## config.mk

```make
export PLATFORM = sky130hd
export DESIGN_NAME = universal_register
export DESIGN_NICKNAME = d
export VERILOG_FILES = /design/src/rtl/universal_register.sv
export SDC_FILE = /design/constraint.sdc
export NUM_CORES = 1
export LEC_CHECK = 0
export CAP_MARGIN = 20
export CORE_AREA = 2 2 56 58
export CTS_CLUSTER_DIAMETER = 60
export DETAILED_ROUTE_END_ITERATION = 6
export DIE_AREA = 0 0 58 60
export PLACE_DENSITY = 0.8
export SETUP_SLACK_MARGIN = 0.5
export SYNTH_ARGS = -nofsm -noshare
export SYNTH_HDL_FRONTEND = slang
export SYNTH_SLANG_ARGS = --single-unit
```

## constraint.sdc

```tcl
create_clock -name CLK -period 2.7 [get_ports CLK]
set_clock_uncertainty 0.05 [all_clocks]
set_input_delay 0.675 -clock CLK [delete_from_list [all_inputs] [get_ports CLK]]
set_output_delay 0.675 -clock CLK [all_outputs]
set_load 0.01 [all_outputs]
```

## src/rtl/universal_register.sv

```systemverilog
// WIDTH-bit multi-mode register: hold, load, per-bit JK, shift, rotate and
// up/down count, with serial and terminal-count outputs for cascading.
module universal_register #(
  parameter int               WIDTH        = 8,
  parameter logic [WIDTH-1:0] RESET_VALUE  = '0,
  parameter logic [WIDTH-1:0] PRESET_VALUE = '1
) (
  input  logic             CLK,
  input  logic             CLEAR,
  input  logic             PRESET,
  input  logic             EN,
  input  logic [2:0]       MODE,
  input  logic [WIDTH-1:0] D,
  input  logic [WIDTH-1:0] J,
  input  logic [WIDTH-1:0] K,
  input  logic             SER_IN,
  output logic [WIDTH-1:0] Q,
  output logic [WIDTH-1:0] Q_BAR,
  output logic             SER_OUT_L,
  output logic             SER_OUT_R,
  output logic             TC
);

  localparam logic [WIDTH-1:0] ALL_ONES = '1;
  localparam logic [WIDTH-1:0] ALL_ZERO = '0;
  localparam logic [WIDTH-1:0] ONE      = {{(WIDTH-1){1'b0}}, 1'b1};

  logic [WIDTH-1:0] q_r;
  logic [WIDTH-1:0] q_next_s;
  logic             tc_s;

  // Characteristic equation of a JK cell, applied to every bit at once.
  function automatic logic [WIDTH-1:0] jk_next(
    input logic [WIDTH-1:0] q,
    input logic [WIDTH-1:0] j,
    input logic [WIDTH-1:0] k
  );
    return (j & ~q) | (~k & q);
  endfunction

  // Next-state selection for the enabled MODE operations.
  always_comb begin
    q_next_s = q_r;
    case (MODE)
      3'd0:    q_next_s = q_r;
      3'd1:    q_next_s = D;
      3'd2:    q_next_s = jk_next(q_r, J, K);
      3'd3:    q_next_s = {q_r[WIDTH-2:0], SER_IN};
      3'd4:    q_next_s = {SER_IN, q_r[WIDTH-1:1]};
      3'd5:    q_next_s = {q_r[WIDTH-2:0], q_r[WIDTH-1]};
      3'd6:    q_next_s = q_r + ONE;
      3'd7:    q_next_s = q_r - ONE;
      default: q_next_s = q_r;
    endcase
  end

  // Terminal count is ungated by EN so a following stage can use it as enable.
  always_comb begin
    tc_s = 1'b0;
    case (MODE)
      3'd6:    tc_s = (q_r == ALL_ONES);
      3'd7:    tc_s = (q_r == ALL_ZERO);
      default: tc_s = 1'b0;
    endcase
  end

  // The only storage: CLEAR is asynchronous, then PRESET, then EN.
  always_ff @(posedge CLK or negedge CLEAR) begin
    if (!CLEAR) begin
      q_r <= RESET_VALUE;
    end else if (!PRESET) begin
      q_r <= PRESET_VALUE;
    end else if (EN) begin
      q_r <= q_next_s;
    end else begin
      q_r <= q_r;
    end
  end

  assign Q         = q_r;
  assign Q_BAR     = ~q_r;
  assign SER_OUT_L = q_r[WIDTH-1];
  assign SER_OUT_R = q_r[0];
  assign TC        = tc_s;

endmodule
```

# [After elaboration in Yosys (flattened, before gate mapping)]
# Index checks and enable logic that the tools add are counted.
[op_classes] n_addsub=2 eq_ne=10 muxes=4 bitwise=5 reduce_logical=3
[ops] op="8-bit case mux with 7 select lines" n=1
[ops] op="8-bit bitwise AND" n=2
[ops] op="8-bit two-way mux" n=2
[ops] op="8-bit inverter" n=2
[ops] op="3-bit == test (second input constant)" n=4
[ops] op="8-bit by 1-bit adder with 8-bit output (second input constant)" n=1
[ops] op="8-bit == test (second input constant)" n=1
[ops] op="8-bit logical NOT" n=1
[ops] op="8-bit bitwise OR" n=1
[ops] op="8-bit by 1-bit subtractor with 8-bit output (second input constant)" n=1
[ops] op="3-bit by 2-bit == test with 1-bit output (second input constant)" n=2
[ops] op="2-bit inequality test (second input constant)" n=2
[ops] op="3-bit by 1-bit == test with 1-bit output (second input constant)" n=1
[ops] op="3-bit logical NOT" n=1
[ops] op="1-bit case mux with 2 select lines" n=1
[ops] op="2-bit AND reduction" n=1
[totals] register_bits=8 in_bits=32 out_inout_bits=19 elab_cells=25

# [Depth between registers and ports, before layout]
# Gate-level depths: netlist of the first run.
[logic_depth] word_depth=6 ltp_mapped=9 ltp_nobuf=8

# [Least setup slack after synthesis of the first run]
# OpenSTA, ideal clock, no wires.
[synth_timing] path_kind="input port to flip-flop" startpoint="in MODE[1]" endpoint="reg q_r[6] (netlist: Q[6])" setup_ps=125 arrival_time_ps=2141 required_ps=2525 path_slack_ps=384 stages=8 path_buffers=1 path_cell_list="buf_6 -> nand3_4 -> xnor2_1 -> ha_1 -> or4_1 -> o41ai_2 -> a21oi_1 -> a2bb2oi_1"
[synth_between] elab_chain_cells=4 elab_cells_between_ends=13 classes_between="eq/ne: 8; mux: 3; reduce/logical: 2"
[synth_lines] element="start, declared" line_no="12" source="input logic [2:0] MODE,"
[synth_lines] element="3-bit == test (tied with other cells)" line_no="44" source="case (MODE)"
[synth_lines] element="8-bit case mux with 7 select lines" line_no="44"
[synth_lines] element="8-bit two-way mux" line_no="73" source="end else if (EN) begin"
[synth_lines] element="8-bit two-way mux" line_no="71" source="end else if (!PRESET) begin"
[synth_lines] element="end signal, assigned" line_no="74" source="q_r <= q_next_s;"
[synth_lines] element="end signal, assigned" line_no="76" source="q_r <= q_r;"
[synth_lines] element="end, declared" line_no="28" source="logic [WIDTH-1:0] q_r;"
# Several ways; a longest one is shown, not always the timed one. The select of a mux whose other input is x is not followed.
# A chain may end at the register's enable or synchronous reset.

# [Worst setup path after layout of the first run]
[layout_timing] startpoint="reg q_r[5] (netlist: Q[5])" endpoint="out TC"
[layout_between] elab_chain_cells=2 elab_cells_between_ends=3 classes_between="eq/ne: 1; mux: 1; reduce/logical: 1"
[layout_lines] element="8-bit == test / 8-bit logical NOT (equally long branches)" line_no="61, 62"
[layout_lines] element="1-bit case mux with 2 select lines *" line_no="60" source="case (MODE)"
[layout_lines] element="end, declared" line_no="21" source="output logic TC"
# Every way passes the cells marked *; elsewhere a longest branch is shown, timed or not.

==> impl_results.md, run 1 <==
- Status: finished clean
- Critical Path AT: 1.58 ns
- Number of remaining DRC errors: 0
- Storage element area: 205 um2
- Final Total Pwr: 0.594 mW
- Cell Area, Placed: 1660 um2
- PortBufs: 50
- Total gr overflow: 0
- Met2 WL post-DR: 1920 um
- Hold Crit Class: reg2reg
- Count of cell types in the netlist: 52
- Number of global-route vias before repair: 1,320
- Routability cong.: 0.894
- Synth warn: 0
- Fmax: 433 MHz
- Layout area overhead: 62.1%
- Iter 0 DRT Violations: 66
- Avg Synthesized Cell Area: 7.37 um2
- Routed vias: 1,427
- RSZ-0062 raised after global routing: yes
- Pin count of the biggest net entering global routing: 19
- Crit-path slowest cell: dfrtp_2
- Fillers: 250
- Pleak: 0.833 nW
- Min-delay src: Q[6]
- Highest metal used: met4
- Core ar.: 2900 um2
- Slew @ Worst Pin: 0.540 ns
- Worst Hold Path Cells: 2
- Die Span Y: 60 um
- Synth Net Count: 183
- Ant diodes: 0
- Final Hold Fails: 0
- Post-DP HPWL: 2690 um
- Sequential share of the synthesized area: 18.1%
- Worst path required time: 1.98 ns
- Final min period: 2.31 ns
- Type of the worst setup path: reg2out
- Multi-input gate area in the final layout: 805 um2
- Clock Latency Late Sink: 0.27 ns
- CTS Buf Count: 3
- Reg2Reg Setup Slack: 0.60 ns
- Initial antenna violation count: 0
- Maximum VDD drop: 0.000201 V
- FF-to-FF End: Q[6]
- TritonCTS clock tree: done
- Endpoints failing setup: 0
- Total routed wirelength: 3810 um
- First-pass GRT wire length: 5890 um
- PwrDens: 331 nW/um2
- I/O Pins: 51
- Cell mode on critical path: nor2_1
- Synthesis-stage register bit count: 8
- Fin util: 61.8%
- Crit path buf inv count: 1
- Max_cap viols: 0
- Top Family by Delay on Critical Path: simple AND/OR/NAND/NOR gates
- Fin nets: 245
- Met1 wire length: 1530 um
- Starting Density: 38.1%
- H-tree depth: 1
- EDFF count, synth: 0
- Flip-flop cell with the highest count after synthesis: dfrtp_1
- Setup crit start kind: register
- Sink count of the clock tree: 8
- Ratio of final minimum period to clock period: 85.5%
- Drt first pass iters: 4
- Final instance area: 1790 um2
- Slew headroom: 63.1%
- Die Span X: 58 um
- Synth Instances: 150
- Via density: 5.87
- Fraction of layout cells with a size suffix above 1: 22.4%
- Reg2Reg Launch Point: Q[1]
- Asr flop ratio synth: 100%
- Hold Path End: Q[6]
- Max Buffers Root-to-Sink: 2
- Die area: 3480 um2
- ANT nets after route: 0
- Crit-path max cell delay: 0.46 ns
- Critical Path End Type: output pin
- Root Buffer: clkbuf_4
- Total GRT Usage: 21.7%
- Wirelength per Cell: 15.7 um
- Clock Pin Slew Worst Setup and Hold Paths: 0.06 ns
- Critical path peak fanout: 7
- Max-slew violation count: 0
- Reg2Reg Depth: 8
- Placement row count: 20
- Cells along the critical path: nor4_1, nand2_1, nor2_1, a31oi_1, nor2_1, buf_2
- Mapped Area: 1110 um2
- Met3 wire len: 294 um
- Flip-flop count of the largest register after layout: 8
## worst max path at each step
stage,from,end,slack [ns],depth (start not counted)
global placement,MODE[0],TC,-0.33,7
floorplan,MODE[1],Q[6],0.39,9
finish,Q[5],TC,0.39,6
detailed placement,MODE[0],TC,-0.35,7
global route,Q[6],TC,0.28,6
CTS,Q[5],TC,0.45,6
## logic make-up (layout without fill, tap and decap cells)
kind of cell             Yosys count  in the layout  share of synthesized area (%)
multiplexers                       4              4                           4.07
AND/OR/NAND/NOR                   62             62                           31.6
buffers and inverters             24             84                           12.4
AO/OA/AOI/OAI                     49             49                           31.1
flip-flops                         8              8                           18.1
adder cells (fa/ha/maj)            1              1                           1.13
XOR/XNOR                           2              2                           1.58
## worst reg2reg max path, stage by stage, from the launching register on
cell and delay (ns):
dfrtp_1 0.38, buf_4 0.19, xnor2_2 0.16, ha_2 0.20
nand3_1 0.13, or4b_4 0.52, o41ai_2 0.08, a21oi_1 0.13
a2bb2oi_1 0.14
## routing by layer
| metal | up-vias | global-route usage [%] |
|---|---|---|
| met1 | 660 | 28.0 |
| met4 | 0 | 8.97 |
| li1 | 671 | - |
| met3 | 9 | 1.73 |
| met2 | 87 | 37.5 |
| met5 | - | 0 |
## timing repair
item / 4_1_cts / 5_1_grt
endpoints found under the hold margin: 0 / 0
hold buffers: 0 / 0
setup endpoints to repair: 15 / 5
buffers inserted: 3 / 4
gates resized for setup: 26 / 10
gates cloned: 1 / 0
pin swaps: 2 / 3
## area by class of cell
class / count / share of cell area, %
multi-input cells: 118 / 44.9
clock buffers: 3 / 1.26
flip-flops and latches: 8 / 11.4
well taps: 33 / 2.30
inverters: 9 / 1.88
repair buffers: 72 / 38.2
## power by group
group	internal, mW	switching [mW]	total (mW)
combinational	0.185	0.155	0.340
clock	0.0513	0.0477	0.0990
sequential	0.133	0.0220	0.155
total	0.369	0.225	0.594
## through the flow
stage               worst slack [ns]  TNS (ns)  std cells  hold slack, ns
floorplan                      0.395         0        150           0.329
global placement              -0.329    -0.741        232           0.639
detailed placement            -0.348    -0.898        232           0.649
CTS                            0.454         0        239           0.618
global route                   0.281         0        243           0.665
finish                         0.391         0        243           0.625
## synth_stat cells, types with 3 or more instances
cell type   n  share of area, %
o211ai_1    3               2.0
buf_4       5               3.4
nor2_1     13               4.4
nand2_1    15               5.1
buf_6       3               3.1
buf_2       5               2.3
o21ai_1     7               3.2
inv_1       8               2.7
nand2b_1    5               2.8
a21oi_1    13               5.9
a2bb2oi_1   3               2.4
mux2i_1     3               2.7
dfrtp_1     8                18
nand3_1     9               4.1
## cell usage in the layout (no fill, tap or decap), types with 2 or more instances in the layout
| cell | count |
|---|---|
| clkdlybuf4s50_1 | 40 |
| buf_4 | 21 |
| nand2_1 | 14 |
| nor2_1 | 13 |
| a21oi_1 | 13 |
| nand3_1 | 9 |
| inv_1 | 8 |
| o21ai_1 | 7 |
| nand2b_1 | 5 |
| dfrtp_1 | 4 |
| dfrtp_2 | 4 |
| dlygate4sd2_1 | 4 |
| o211ai_1 | 3 |
| a2bb2oi_1 | 3 |
| clkbuf_4 | 3 |
| buf_2 | 3 |
| nor3_1 | 2 |
| nor4_1 | 2 |
| a31oi_1 | 2 |
| or3_1 | 2 |
| a21o_1 | 2 |
| mux2i_1 | 2 |
| a211oi_1 | 2 |
| o21a_1 | 2 |
| a221oi_1 | 2 |
| nor3b_1 | 2 |
| nand3b_1 | 2 |
| o211a_1 | 2 |
| dlymetal6s2s_1 | 2 |
(Power assumes the default switching activity.)
==> run 2, diff against run 1 <==
--- a/config.mk
+++ b/config.mk
@@ -10,6 +10,8 @@
 export CTS_CLUSTER_DIAMETER = 60
 export DETAILED_ROUTE_END_ITERATION = 6
 export DIE_AREA = 0 0 58 60
+export GPL_TIMING_DRIVEN = 1
+export MAX_ROUTING_LAYER = met4
 export PLACE_DENSITY = 0.8
 export SETUP_SLACK_MARGIN = 0.5
 export SYNTH_ARGS = -nofsm -noshare
==> impl_results.md, run 2 (synthesized netlist as in run 1, its figures left out) <==
- Status: finished clean
- Fillers: 250
- Layout area overhead: 62.1%
- H-tree depth: 1
- Pin count of the biggest net entering global routing: 19
- Clock Pin Slew Worst Setup and Hold Paths: 0.06 ns
- Slew @ Worst Pin: 0.590 ns
- Ratio of final minimum period to clock period: 85.2%
- Routability cong.: 0.909
- Cell Area, Placed: 1660 um2
- Sink count of the clock tree: 8
- Ant diodes: 0
- Fin nets: 245
- CP startpoint: Q[5]
- Total gr overflow: 0
- Core ar.: 2900 um2
- Fraction of layout cells with a size suffix above 1: 22.4%
- Sequential Power Share: 26.2%
- Commonest non-fill, non-tap cell in the layout: clkdlybuf4s50_1
- TritonCTS clock tree: done
- Reg2Reg Setup Slack: 0.61 ns
- Type of the worst setup path: reg2out
- Critical Path AT: 1.58 ns
- Clock Latency Late Sink: 0.26 ns
- P_int: 0.369 mW
- Starting Density: 38.1%
- Hold Crit Class: reg2reg
- Die Span Y: 60 um
- Final min period: 2.30 ns
- Final Hold Fails: 0
- Reg2Reg Launch Point: Q[1]
- Iter 0 DRT Violations: 81
- Maximum VDD drop: 0.000200 V
- Drt first pass iters: 4
- Worst path required time: 1.98 ns
- CTS Buf Count: 3
- Placement row count: 20
- Initial antenna violation count: 0
- Clk pwr share: 16.1%
- Highest-count cells in the layout ignoring fill and taps: clkdlybuf4s50_1 (40), buf_4 (21), nand2_1 (14)
- Endpoints failing setup: 0
- Fraction of power spent switching nets: 37.5%
- Net Switching: 0.221 mW
- Max_cap viols: 0
- Wirelength per Cell: 15.7 um
- FF-to-FF End: Q[6]
- ANT nets after route: 0
- Max-slew violation count: 0
- Critical Path End Type: output pin
- Total routed wirelength: 3830 um
- PortBufs: 50
- Final instance area: 1790 um2
- Slew headroom: 59.7%
- Flip-flop count of the largest register after layout: 8
- Max Buffers Root-to-Sink: 2
- Via density: 5.79
- Post-DP HPWL: 2690 um
- Total GRT Usage: 22.4%
- Crit path to: TC
- Reg2Reg Depth: 8
- I/O Pins: 51
- Number of remaining DRC errors: 0
- PwrDens: 329 nW/um2
- First-pass GRT wire length: 5900 um
- RSZ-0062 raised after global routing: yes
- Fmax: 435 MHz
- Total negative slack: 0 ns
- Critical path peak fanout: 7
- Routed vias: 1,406
- Root Buffer: clkbuf_4
- Die area: 3480 um2
- Die Span X: 58 um
- Number of global-route vias before repair: 1,314
- Logic pwr share: 57.7%
- Setup crit start kind: register
- Pleak: 0.833 nW
run 2: cell counts in the layout (fill, tap and decap cells not counted):
Identical to the previous run, type by type.
run 2: area by class of cell:
cell class              instances  area (um2)  area share, %
well taps                      33        41.3           2.30
repair buffers                 72         686           38.2
clock buffers                   3        22.5           1.26
flip-flops and latches          8         205           11.4
multi-input cells             118         805           44.9
inverters                       9        33.8           1.88
run 2: repair_timing:
item	4_1_cts	5_1_grt
hold buffers	0	0
pin swaps	2	3
cloned	1	0
setup buffers	3	4
gates resized for setup	26	10
endpoints found under the setup margin	15	5
run 2: power groups by stage:
stage	clock (mW)	combinational [mW]	sequential (mW)
after floorplan	0	0.176	0.150
after global placement	0	0.306	0.155
after detailed placement	0	0.312	0.155
after CTS	0.0998	0.323	0.154
after global routing	0.106	0.366	0.157
final	0.0950	0.340	0.155
run 2: how the worst min path moves through the flow:
stage,depth (start not counted),endpoint,slack (ns),from
4_1_cts,2,Q[6],0.62,Q[6]
3_5_place_dp,2,Q[7],0.65,Q[7]
5_1_grt,1,Q[7],0.67,CLEAR
3_3_place_gp,2,Q[7],0.64,Q[7]
2_1_floorplan,0,Q[0],0.33,CLEAR
6_report,2,Q[6],0.63,Q[6]
run 2: worst max-delay path, stage by stage, from the launching register on:
cell and delay, ns:
dfrtp_2 0.46, nor4_1 0.32, nand2_1 0.13, nor2_1 0.11, a31oi_1 0.05, nor2_1 0.11
buf_2 0.14
run 2: metrics by stage:
stage | worst slack, ns | total power, mW | hold WS, ns | std cells | util (%)
final | 0.400 | 0.590 | 0.625 | 243 | 61.8
after global routing | 0.281 | 0.629 | 0.665 | 243 | 61.8
after CTS | 0.454 | 0.577 | 0.618 | 239 | 60.2
after detailed placement | -0.348 | 0.467 | 0.649 | 232 | 57.0
after global placement | -0.329 | 0.461 | 0.639 | 232 | 57.0
after floorplan | 0.395 | 0.326 | 0.329 | 150 | -
run 2: routing by layer:
layer,vias to the layer above,track usage (%),share of wire [%]
li1,669,-,-
met1,660,28.1,39
met2,71,37.5,52
met3,6,1.73,7.5
met4,0,8.97,1.3
met5,-,-,0
==> run 3, diff against run 2 <==
--- a/config.mk
+++ b/config.mk
@@ -7,10 +7,10 @@
 export LEC_CHECK = 0
 export CAP_MARGIN = 20
 export CORE_AREA = 2 2 56 58
-export CTS_CLUSTER_DIAMETER = 60
+export CTS_CLUSTER_DIAMETER = 30
 export DETAILED_ROUTE_END_ITERATION = 6
 export DIE_AREA = 0 0 58 60
-export GPL_TIMING_DRIVEN = 1
+export GPL_TIMING_DRIVEN = 0
 export MAX_ROUTING_LAYER = met4
 export PLACE_DENSITY = 0.8
 export SETUP_SLACK_MARGIN = 0.5
==> impl_results.md, run 3 (synthesized netlist as in run 1, its figures left out) <==
- Setup crit start kind: register
- Total GRT Usage: 27.3%
- CTS Buf Count: 3
- PortBufs: 49
- Ratio of final minimum period to clock period: 91.2%
- Clock Latency Late Sink: 0.26 ns
- Sequential Power Share: 20.8%
- PwrDens: 320 nW/um2
- Die area: 3480 um2
- Crit path buf inv count: 2
- Commonest non-fill, non-tap cell in the layout: clkdlybuf4s50_1
- ANT nets after route: 0
- Multi-input gate area in the final layout: 893 um2
- Routability cong.: 0.918
- Drt first pass iters: 4
- Pin count of the biggest net entering global routing: 11
- Cells along the critical path: buf_6, nor4b_4, nand2_2, nor2_1, a31oi_1, nor2_1, buf_2
- First-pass GRT wire length: 7090 um
- P_int: 0.417 mW
- Pleak: 1.07 nW
- Maximum VDD drop: 0.000326 V
- Hold Crit Class: in2async
- Max Buffers Root-to-Sink: 2
- Cell mode on critical path: nor2_1
- RSZ-0062 raised after global routing: yes
- Top Family by Delay on Critical Path: simple AND/OR/NAND/NOR gates
- Critical Path AT: 1.74 ns
- Final min period: 2.46 ns
- H-tree depth: 1
- Starting Density: 38.1%
- Fraction of layout cells with a size suffix above 1: 32.2%
- Core ar.: 2900 um2
- Type of the worst setup path: reg2out
- Initial antenna violation count: 0
- Worst hold margin: 0.647 ns
- Crit-path max cell delay: 0.39 ns
- TritonCTS clock tree: done
- Layout area overhead: 92.5%
- Wirelength per Cell: 17.7 um
- Final Hold Fails: 0
- Total routed wirelength: 4770 um
- Via density: 5.94
- Ant diodes: 0
- Clock Pin Slew Worst Setup and Hold Paths: 0.07 ns
- Net Switching: 0.263 mW
- Status: finished clean
- I/O Pins: 51
- Hold-fix buffers, CTS: 0
- Number of remaining DRC errors: 0
- Total gr overflow: 0
- Critical path peak fanout: 2
- Fmax: 406 MHz
- Clk pwr share: 14.3%
- Fraction of power spent switching nets: 38.7%
- Slew headroom: 66.2%
- Root Buffer: clkbuf_4
- Max_cap viols: 0
- Post-Layout Cell Count: 269
- Post-DP HPWL: 2690 um
- Placed cells: 232
- Iter 0 DRT Violations: 100
- Number of global-route vias before repair: 1,554
- Logic pwr share: 64.9%
- Fillers: 210
- Storage element area: 201 um2
- Max-slew violation count: 0
- Worst path required time: 1.98 ns
- Flip-flop count of the largest register after layout: 8
- Total negative slack: 0 ns
- Slew @ Worst Pin: 0.505 ns
- Die Span Y: 60 um
- Crit-path slowest cell: dfrtp_1
- Die Span X: 58 um
- Critical Path End Type: output pin
- Placement row count: 20
- Highest-count cells in the layout ignoring fill and taps: clkdlybuf4s50_1 (39), buf_4 (29), buf_6 (17)
- Endpoints failing setup: 0
- Routed vias: 1,598
- Sink count of the clock tree: 8
- Fin nets: 271
## run 3: cell count changes in the layout (fill, tap and decap cells not counted), sizes merged
| cell | before | now |
|---|---|---|
| dlymetal6s2s | 2 | 7 |
| buf | 25 | 52 |
| clkdlybuf4s50 | 40 | 39 |
| dlygate4sd2 | 4 | 0 |
| bufbuf | 1 | 0 |
## run 3: cell type report
cell class                      count  share of cell area (%)
Timing Repair Buffer               83                    37.5
Sequential cell                     8                    9.46
Buffer                             15                    6.52
Tap cell                           33                    1.94
Inverter                            9                    1.59
Multi-Input combinational cell    118                    42.0
Clock buffer                        3                    1.06
## run 3: repair_timing
item,4_1_cts,5_1_grt
setup endpoints to repair,13,14
pin swaps,9,13
cloned,0,0
setup buffers,28,6
resized for setup,41,27
## run 3: routing by layer
metal  share of wire, %  up-vias  global-route usage [%]
met3                8.3       26                    2.38
met1                 36      746                    31.3
met4                4.4        0                    12.0
met5                  0        -                       -
li1                   -      723                       -
met2                 51      103                    48.5
## run 3: path summary, 6_finish.rpt
check	from	end	slack, ns	cells after the start
worst max register to register	Q[3]	Q[7]	0.34	14
worst max-delay path	Q[3]	TC	0.24	7
min in group CLK	Q[5]	Q[5]	0.69	3
worst min-delay path	CLEAR	Q[3]	0.65	1
worst min register to register	Q[5]	Q[5]	0.69	3
max in group asynchronous	CLEAR	Q[0]	1.65	1
## run 3: per-stage QoR
step                      area, um2  power, mW  utilization, %  worst slack (ns)
after CTS                      1980      0.625            68.2             0.435
after detailed placement       1640      0.464            56.6            -0.626
after global placement         1640      0.456            56.6            -0.584
final                          2130      0.681            73.4             0.237
after floorplan                1110      0.326               -             0.395
after global routing           2130      0.715            73.4             0.224
## run 3: worst reg2reg max path: cells and delay by family, from the launching register on
family / cells / cell delay [ns]
AOI/OAI and AO/OA: 3 / 0.34
buffers and inverters: 9 / 1.01
DFF: 1 / 0.39
and+or+nand+nor: 2 / 0.43
## run 3: power groups by stage
stage                     clock network, mW  logic (mW)  registers [mW]
after CTS                            0.0928       0.391           0.141
after floorplan                           0       0.176           0.150
after detailed placement                  0       0.318           0.146
final                                0.0973       0.442           0.142
after global placement                    0       0.311           0.145
after global routing                  0.103       0.469           0.143
